--- src/rtl/moving_avg_8.sv ---
// rtl/moving_avg_8.sv - 8-sample moving average with hysteresis threshold flag
module moving_avg_8 #(
  parameter int HYST = 4
) (
  input  logic        clk,
  input  logic        rst,
  input  logic        clr,
  input  logic [7:0]  din,
  input  logic [7:0]  din_dly,
  input  logic [7:0]  thr,
  output logic [10:0] sum,
  output logic [7:0]  avg,
  output logic        avg_valid,
  output logic        above
);

  typedef enum logic {
    FILL = 1'b0,
    RUN  = 1'b1
  } state_t;

  // A hysteresis of 256 or more can never be met by an 8-bit avg, so clearing is disabled.
  localparam bit          CLEAR_EN = (HYST < 256);
  localparam logic [8:0]  HYST_W   = CLEAR_EN ? 9'(HYST) : 9'd0;

  state_t      state;
  state_t      state_next;
  logic [2:0]  cnt;
  logic [2:0]  cnt_next;
  logic [10:0] sum_next;
  logic        above_next;
  logic [8:0]  thr_low;

  // The window is complete exactly while the FSM is in RUN.
  assign avg_valid = (state == RUN);

  // State register plus registered datapath; rst and clr both restart the window.
  always_ff @(posedge clk) begin
    if (rst || clr) begin
      state <= FILL;
      cnt   <= 3'd0;
      sum   <= 11'd0;
      avg   <= 8'd0;
      above <= 1'b0;
    end else begin
      state <= state_next;
      cnt   <= cnt_next;
      sum   <= sum_next;
      avg   <= sum_next[10:3];
      above <= above_next;
    end
  end

  // Next-state logic: leave FILL on the edge that accepts the 8th sample.
  always_comb begin
    state_next = state;
    if (state == FILL && cnt == 3'd7) begin
      state_next = RUN;
    end
  end

  // Datapath: FILL only accumulates, RUN adds the new sample and drops the oldest.
  always_comb begin
    sum_next = sum;
    cnt_next = cnt;
    case (state)
      FILL: begin
        sum_next = sum + {3'b000, din};
        cnt_next = cnt + 3'd1;
      end
      RUN: begin
        sum_next = sum + {3'b000, din} - {3'b000, din_dly};
      end
      default: begin
        sum_next = sum;
        cnt_next = cnt;
      end
    endcase
  end

  // Threshold flag from the registered avg; the clear level saturates at zero.
  always_comb begin
    thr_low    = ({1'b0, thr} > HYST_W) ? ({1'b0, thr} - HYST_W) : 9'd0;
    above_next = above;
    if (!avg_valid) begin
      above_next = 1'b0;
    end else if (avg >= thr) begin
      above_next = 1'b1;
    end else if (CLEAR_EN && ({1'b0, avg} < thr_low)) begin
      above_next = 1'b0;
    end
  end

endmodule
--- config.mk ---
export PLATFORM = sky130hd
export DESIGN_NAME = moving_avg_8
export DESIGN_NICKNAME = d
export VERILOG_FILES = /design/src/rtl/moving_avg_8.sv
export SDC_FILE = /design/constraint.sdc
export NUM_CORES = 1
export LEC_CHECK = 0
export BUFFER_PORTS_ARGS = -buffer_cell sky130_fd_sc_hd__buf_2
export CORE_UTILIZATION = 45
export CTS_CLUSTER_SIZE = 20
export DETAILED_ROUTE_END_ITERATION = 10
export PLACE_DENSITY = 0.66
export SLEW_MARGIN = 5
export SYNTH_ARGS = -nofsm -noshare
export SYNTH_HDL_FRONTEND = slang
export SYNTH_SLANG_ARGS = --single-unit
--- constraint.sdc ---
create_clock -name clk -period 3.55 [get_ports clk]
set_clock_uncertainty 0.2 [all_clocks]
set_input_delay 0.355 -clock clk [delete_from_list [all_inputs] [get_ports clk]]
set_output_delay 0.355 -clock clk [all_outputs]
set_load 0.01 [all_outputs]
**Word level (Yosys, flattened, before mapping)**

Index checks and enable logic that the tools add are counted.

- Bitwise logic cells: 1
- $add $sub $neg: 4
- Reduce and logical (&&, ||, !) cells: 4
- Order comparisons: 3
- Eq/ne operators: 1
- Mux-type cells: 4

Operator list:

| operator | number |
|---|---|
| $pmux W11 S2 | 1 |
| $add A11 B8 Y11 | 1 |
| $sub A11 B8 Y11 | 1 |
| $lt A8 B9 Y1 | 1 |
| $mux W9 | 1 |
| $sub A8 B3 Y9 const B | 1 |
| $ge A8 B8 Y1 | 1 |
| $gt A8 B3 Y1 const B | 1 |
| $add A3 B1 Y3 const B | 1 |
| $eq A3 B3 Y1 const B | 1 |
| $mux W1 | 2 |
| $reduce_bool A2 Y1 | 1 |
| $reduce_or A2 Y1 | 1 |
| $logic_and A1 B1 Y1 | 1 |
| $logic_or A1 B1 Y1 | 1 |
| $not A1 Y1 | 1 |

- Input bits: 27
- Flip-flop bits (word level): 24
- Logic and storage cells: 22

**Depth between registers and ports, before layout**

- Depth in word-level cells: 5
- Mapped depth: 13
- Depth with buffers taken out: 13

**Least setup slack after synthesis**

Ideal clock, no wire load.

- Path kind: reg-to-reg
- Start point: register sum[0]
- End point: register sum[10]
- Buffers on the path: 0
- Stages on the path, launching flop included: 14
- Setup slack: 0.285 ns
- Data required time: 3.278 ns
- Data arrival time: 2.993 ns
- Library setup time: 0.072 ns
- Path through: dfxtp_1 ha_1 inv_1 fa_1 nor2b_1 o2111ai_2 nand3b_1 xor2_1 ha_1 or2_2 a211oi_1 a31oi_1 nor4b_4 mux2i_1

- Longest elaborated chain between the ends: 3

Ends and longest elaborated chain:

| element | line | source |
|---|---|---|
| from (decl) | 11 | `output logic [10:0] sum,` |
| from (signal assigned) | 48 | `sum <= sum_next;` |
| $add A11 B8 Y11 * | 68, 72 |  |
| $sub A11 B8 Y11 | 72 | `sum_next = sum + {3'b000, din} - {3'b000, din_dly};` |
| $pmux W11 S2 * | 66 | `case (state)` |

Mark *: on every way between the ends. The rest lies on a longest branch, timed or not.
A chain may end at the register's enable or synchronous reset.

**Final worst setup path**

Same ends and word-level chain as after synthesis.

==> results by group <==
Placed design
  • Pre-CTS setup slack: 0.1137 ns
  • Post-DP HPWL: 3.315 mm
  • Placer Congestion: 0.7666
  • Inst Count DP: 326
  • PortBufs: 47

Floorplan
  • Die Y: 68.43 um
  • Die area: 4682 sq um
  • Starting Density: 0.4825
  • IO Pins: 48
  • Die Wd: 68.43 um
  • Cell Rows: 23
  • Total core area: 4115 sq um

Timing
  • Max-slew headroom: 0.6639
  • Final critical-path share of the clock period: 0.9280
  • Final setup violation count: 0
  • Final hold violations: 0
  • Crit path time final: 3.294 ns
  • RSZ-0062 raised after global routing: no
  • Final WS setup: 0.2557 ns
  • Slew @ Worst Pin: 0.5035 ns
  • Fmax: 303.6 MHz
  • Setup_tns: 0 ns
  • Max-slew violation count: 0

Drt
  • Drt drc: 0
  • WL per Instance: 12.44 um
  • Final wirelength: 4.094 mm
  • Vias: 1718
  • Initial DRC Count: 41
  • Pre-antenna DRT Iters: 4
  • DRT antenna net count: 0
  • Via/cell ratio: 5.222

Clocking
  • CTS HTree Levels: 1
  • CTS max path bufs: 2
  • Worst-skew pair later-pin latency: 0.25 ns
  • Num CTS Buffers: 3
  • CTS resizes: 0
  • CTS Root Buffer Type: clkbuf_8
  • # clock sinks: 16
  • CTS tree: yes
  • Setup bufs post-CTS: 0
  • Clock transition at the registers of the reported paths: 0.07 ns
  • Hold bufs inserted after CTS: 0

Critical path
  • Slowest cell on the critical path: fa_1
  • Setup slack, reg-to-reg: 0.26 ns
  • Startpoint types: flop
  • Critical Path RT: 3.53 ns
  • Worst setup path category: reg2reg
  • RR Endpoint: sum[10]
  • Most Frequent Cell on Critical Path: ha_1
  • Worst EP arrival: 3.28 ns
  • Top Family by Delay on Critical Path: simple AND/OR/NAND/NOR gates
  • Worst-path maximum fanout: 3
  • R2R depth: 13
  • Crit. End Element: flop
  • Critical path's largest stage delay: 0.41 ns
  • R2R Path Start: sum[0]
  • Critical-path cell list: ha_1 > inv_1 > fa_1 > nor2b_2 > o2111ai_2 > nand3b_1 > xor2_2 > ha_1 > or2_2 > a211oi_2 > a31oi_2 > nor4b_4 > mux2i_1
  • Crit path buf inv count: 1

Yosys
  • Synthesized area: 1986 sq um
  • Synth Flop Type: dfxtp_1
  • Post-Syn Instances: 238
  • Sequential area share after synthesis: 0.1613
  • Yosys warns: 0
  • Number of synthesized flops with an enable pin: 0
  • Number of synthesized register bits: 16
  • Synth unique cells: 48
  • Ys async rst share: 0
  • Syn_area_per_cell: 8.343 sq um
  • Post-Syn Nets: 304

Finish
  • Layout Nets: 347
  • Final core utilization: 0.5546
  • Fraction of layout instances using a drive strength above 1: 0.2581
  • Synthesis-to-finish area growth: 14.93%
  • Fin cells: 329
  • N_diodes: 0

Min path
  • Min-Delay Startpoint: cnt[1]
  • Worst hold stages: 2
  • Hold endpoint: cnt[1]
  • HP Class: reg2reg

Global routing
  • Initial antenna violation count: 0
  • GRT Total Usage: 0.1851
  • Largest net degree at the start of global routing: 18
  • Total grt overflow: 0
  • First-pass GRT wire length: 6.499 mm
  • Vias in the first global route: 1568

Status
  • Status: finished, final reports clean

Power
  • Clock network fraction of design power: 0.208
  • IR drop worst, VDD: 0.1846 mV
  • Gate power share: 0.501
  • Net Switching: 261.0 uW
  • Pleak: 1.200 nW
  • Switching part of the total: 0.3813
  • Cell Int Power: 423.6 uW
  • Sequential Power Share: 0.291
  • Power Density: 300.0 nW/um^2
  • Power, Total: 684.6 uW

Job
  • Max cap viols: 0
## layout make-up
cell class | instances | area [sq um]
inverter | 25 | 93.84
multi-input combinational | 186 | 1514
sequential | 16 | 320.3
clock buffer | 3 | 41.29
timing repair buffer | 49 | 250.2
fill | 392 | 1833
tap | 50 | 62.56
## worst max-delay path by stage
stage | startpoint | to | slack [ns] | depth (start not counted)
floorplan | sum[0] | sum[10] | 0.29 | 13
detailed placement | din[0] | sum[10] | 0.11 | 14
finish | sum[0] | sum[10] | 0.26 | 13
CTS | sum[0] | sum[10] | 0.17 | 13
global route | sum[0] | sum[10] | 0.02 | 13
global placement | din[0] | sum[10] | 0.15 | 14
## layout by cell type (no fill, tap or decap), drive strengths merged, types with 2 or more instances in the layout
cell type / n
a211oi: 3
a21o: 9
a21oi: 17
a311oi: 2
a31oi: 5
buf: 49
clkbuf: 3
dfxtp: 16
fa: 2
ha: 37
inv: 24
mux2i: 3
nand2: 19
nand2b: 3
nand3: 2
nand3b: 2
nand4: 2
nor2: 22
nor2b: 2
nor3: 6
o21a: 8
o21ai: 7
o31a: 2
or2: 3
or3: 2
xnor2: 8
xor2: 7
## tightest hold or removal path, delay by kind of cell, from the launching register on
family / cells / cell delay [ns]
and+or+nand+nor: 1 / 0.07
muxes: 1 / 0.07
DFF: 1 / 0.33
## kinds of logic (layout without fill, tap and decap cells)
group	count (synthesis)	in the layout	share of synthesized area
buffers and inverters	36	77	0.08695
and+or+nand+nor	65	65	0.1632
xor gates and xnor gates	15	15	0.06995
muxes	4	4	0.02079
DFF	16	16	0.1613
AOI/OAI and AO/OA	63	63	0.2445
adders and majority gates	39	39	0.2533
## layer usage
metal	wire length, um	GRT usage	vias up
li1	-	-	923
met1	1974	0.2279	763
met3	130	0.02167	2
met4	26	0.06250	0
met2	1963	0.3284	30
met5	0	0	-
## power groups by stage
stage | Combinational, mW | Clock [mW] | Sequential, mW
2_1_floorplan | 0.260 | 0 | 0.205
3_3_place_gp | 0.333 | 0 | 0.203
3_5_place_dp | 0.334 | 0 | 0.203
4_1_cts | 0.336 | 0.146 | 0.199
5_1_grt | 0.390 | 0.151 | 0.201
6_report | 0.343 | 0.143 | 0.199
## sequential cells by signal, summed over array words and instances, names as in the netlist
| signal | count |
|---|---|
| cnt | 3 |
| sum | 11 |
| above | 1 |
| avg_valid | 1 |
## synthesized netlist by cell type, types with 2 or more instances
master / n / share of area
a311oi_1: 2 / 0.0088
fa_1: 2 / 0.020
nand3b_1: 2 / 0.0076
o21a_1: 8 / 0.030
dfxtp_1: 16 / 0.16
a21o_1: 9 / 0.034
nand2_1: 19 / 0.036
nand3_1: 2 / 0.0050
a211oi_1: 3 / 0.011
ha_1: 37 / 0.23
nor2b_1: 2 / 0.0063
xnor2_1: 7 / 0.031
nor2_1: 22 / 0.042
inv_1: 24 / 0.045
nand2b_1: 3 / 0.0095
o21ai_0: 5 / 0.013
a31oi_1: 4 / 0.013
nand4_1: 2 / 0.0063
o31a_1: 2 / 0.0088
xor2_1: 7 / 0.031
a21oi_1: 16 / 0.040
mux2i_1: 3 / 0.015
buf_4: 8 / 0.030
or3_1: 2 / 0.0063
or2_2: 3 / 0.0095
nor3_1: 4 / 0.010
nor3_2: 2 / 0.010
o21ai_2: 2 / 0.0088
## per-stage QoR
step	instance area (sq um)	hold slack (ns)
after floorplan	1986	0.2676
after global placement	2220	0.2798
after detailed placement	2220	0.2953
after CTS	2261	0.3111
after global routing	2282	0.3366
final	2282	0.3012
(Power assumes the default switching activity.)
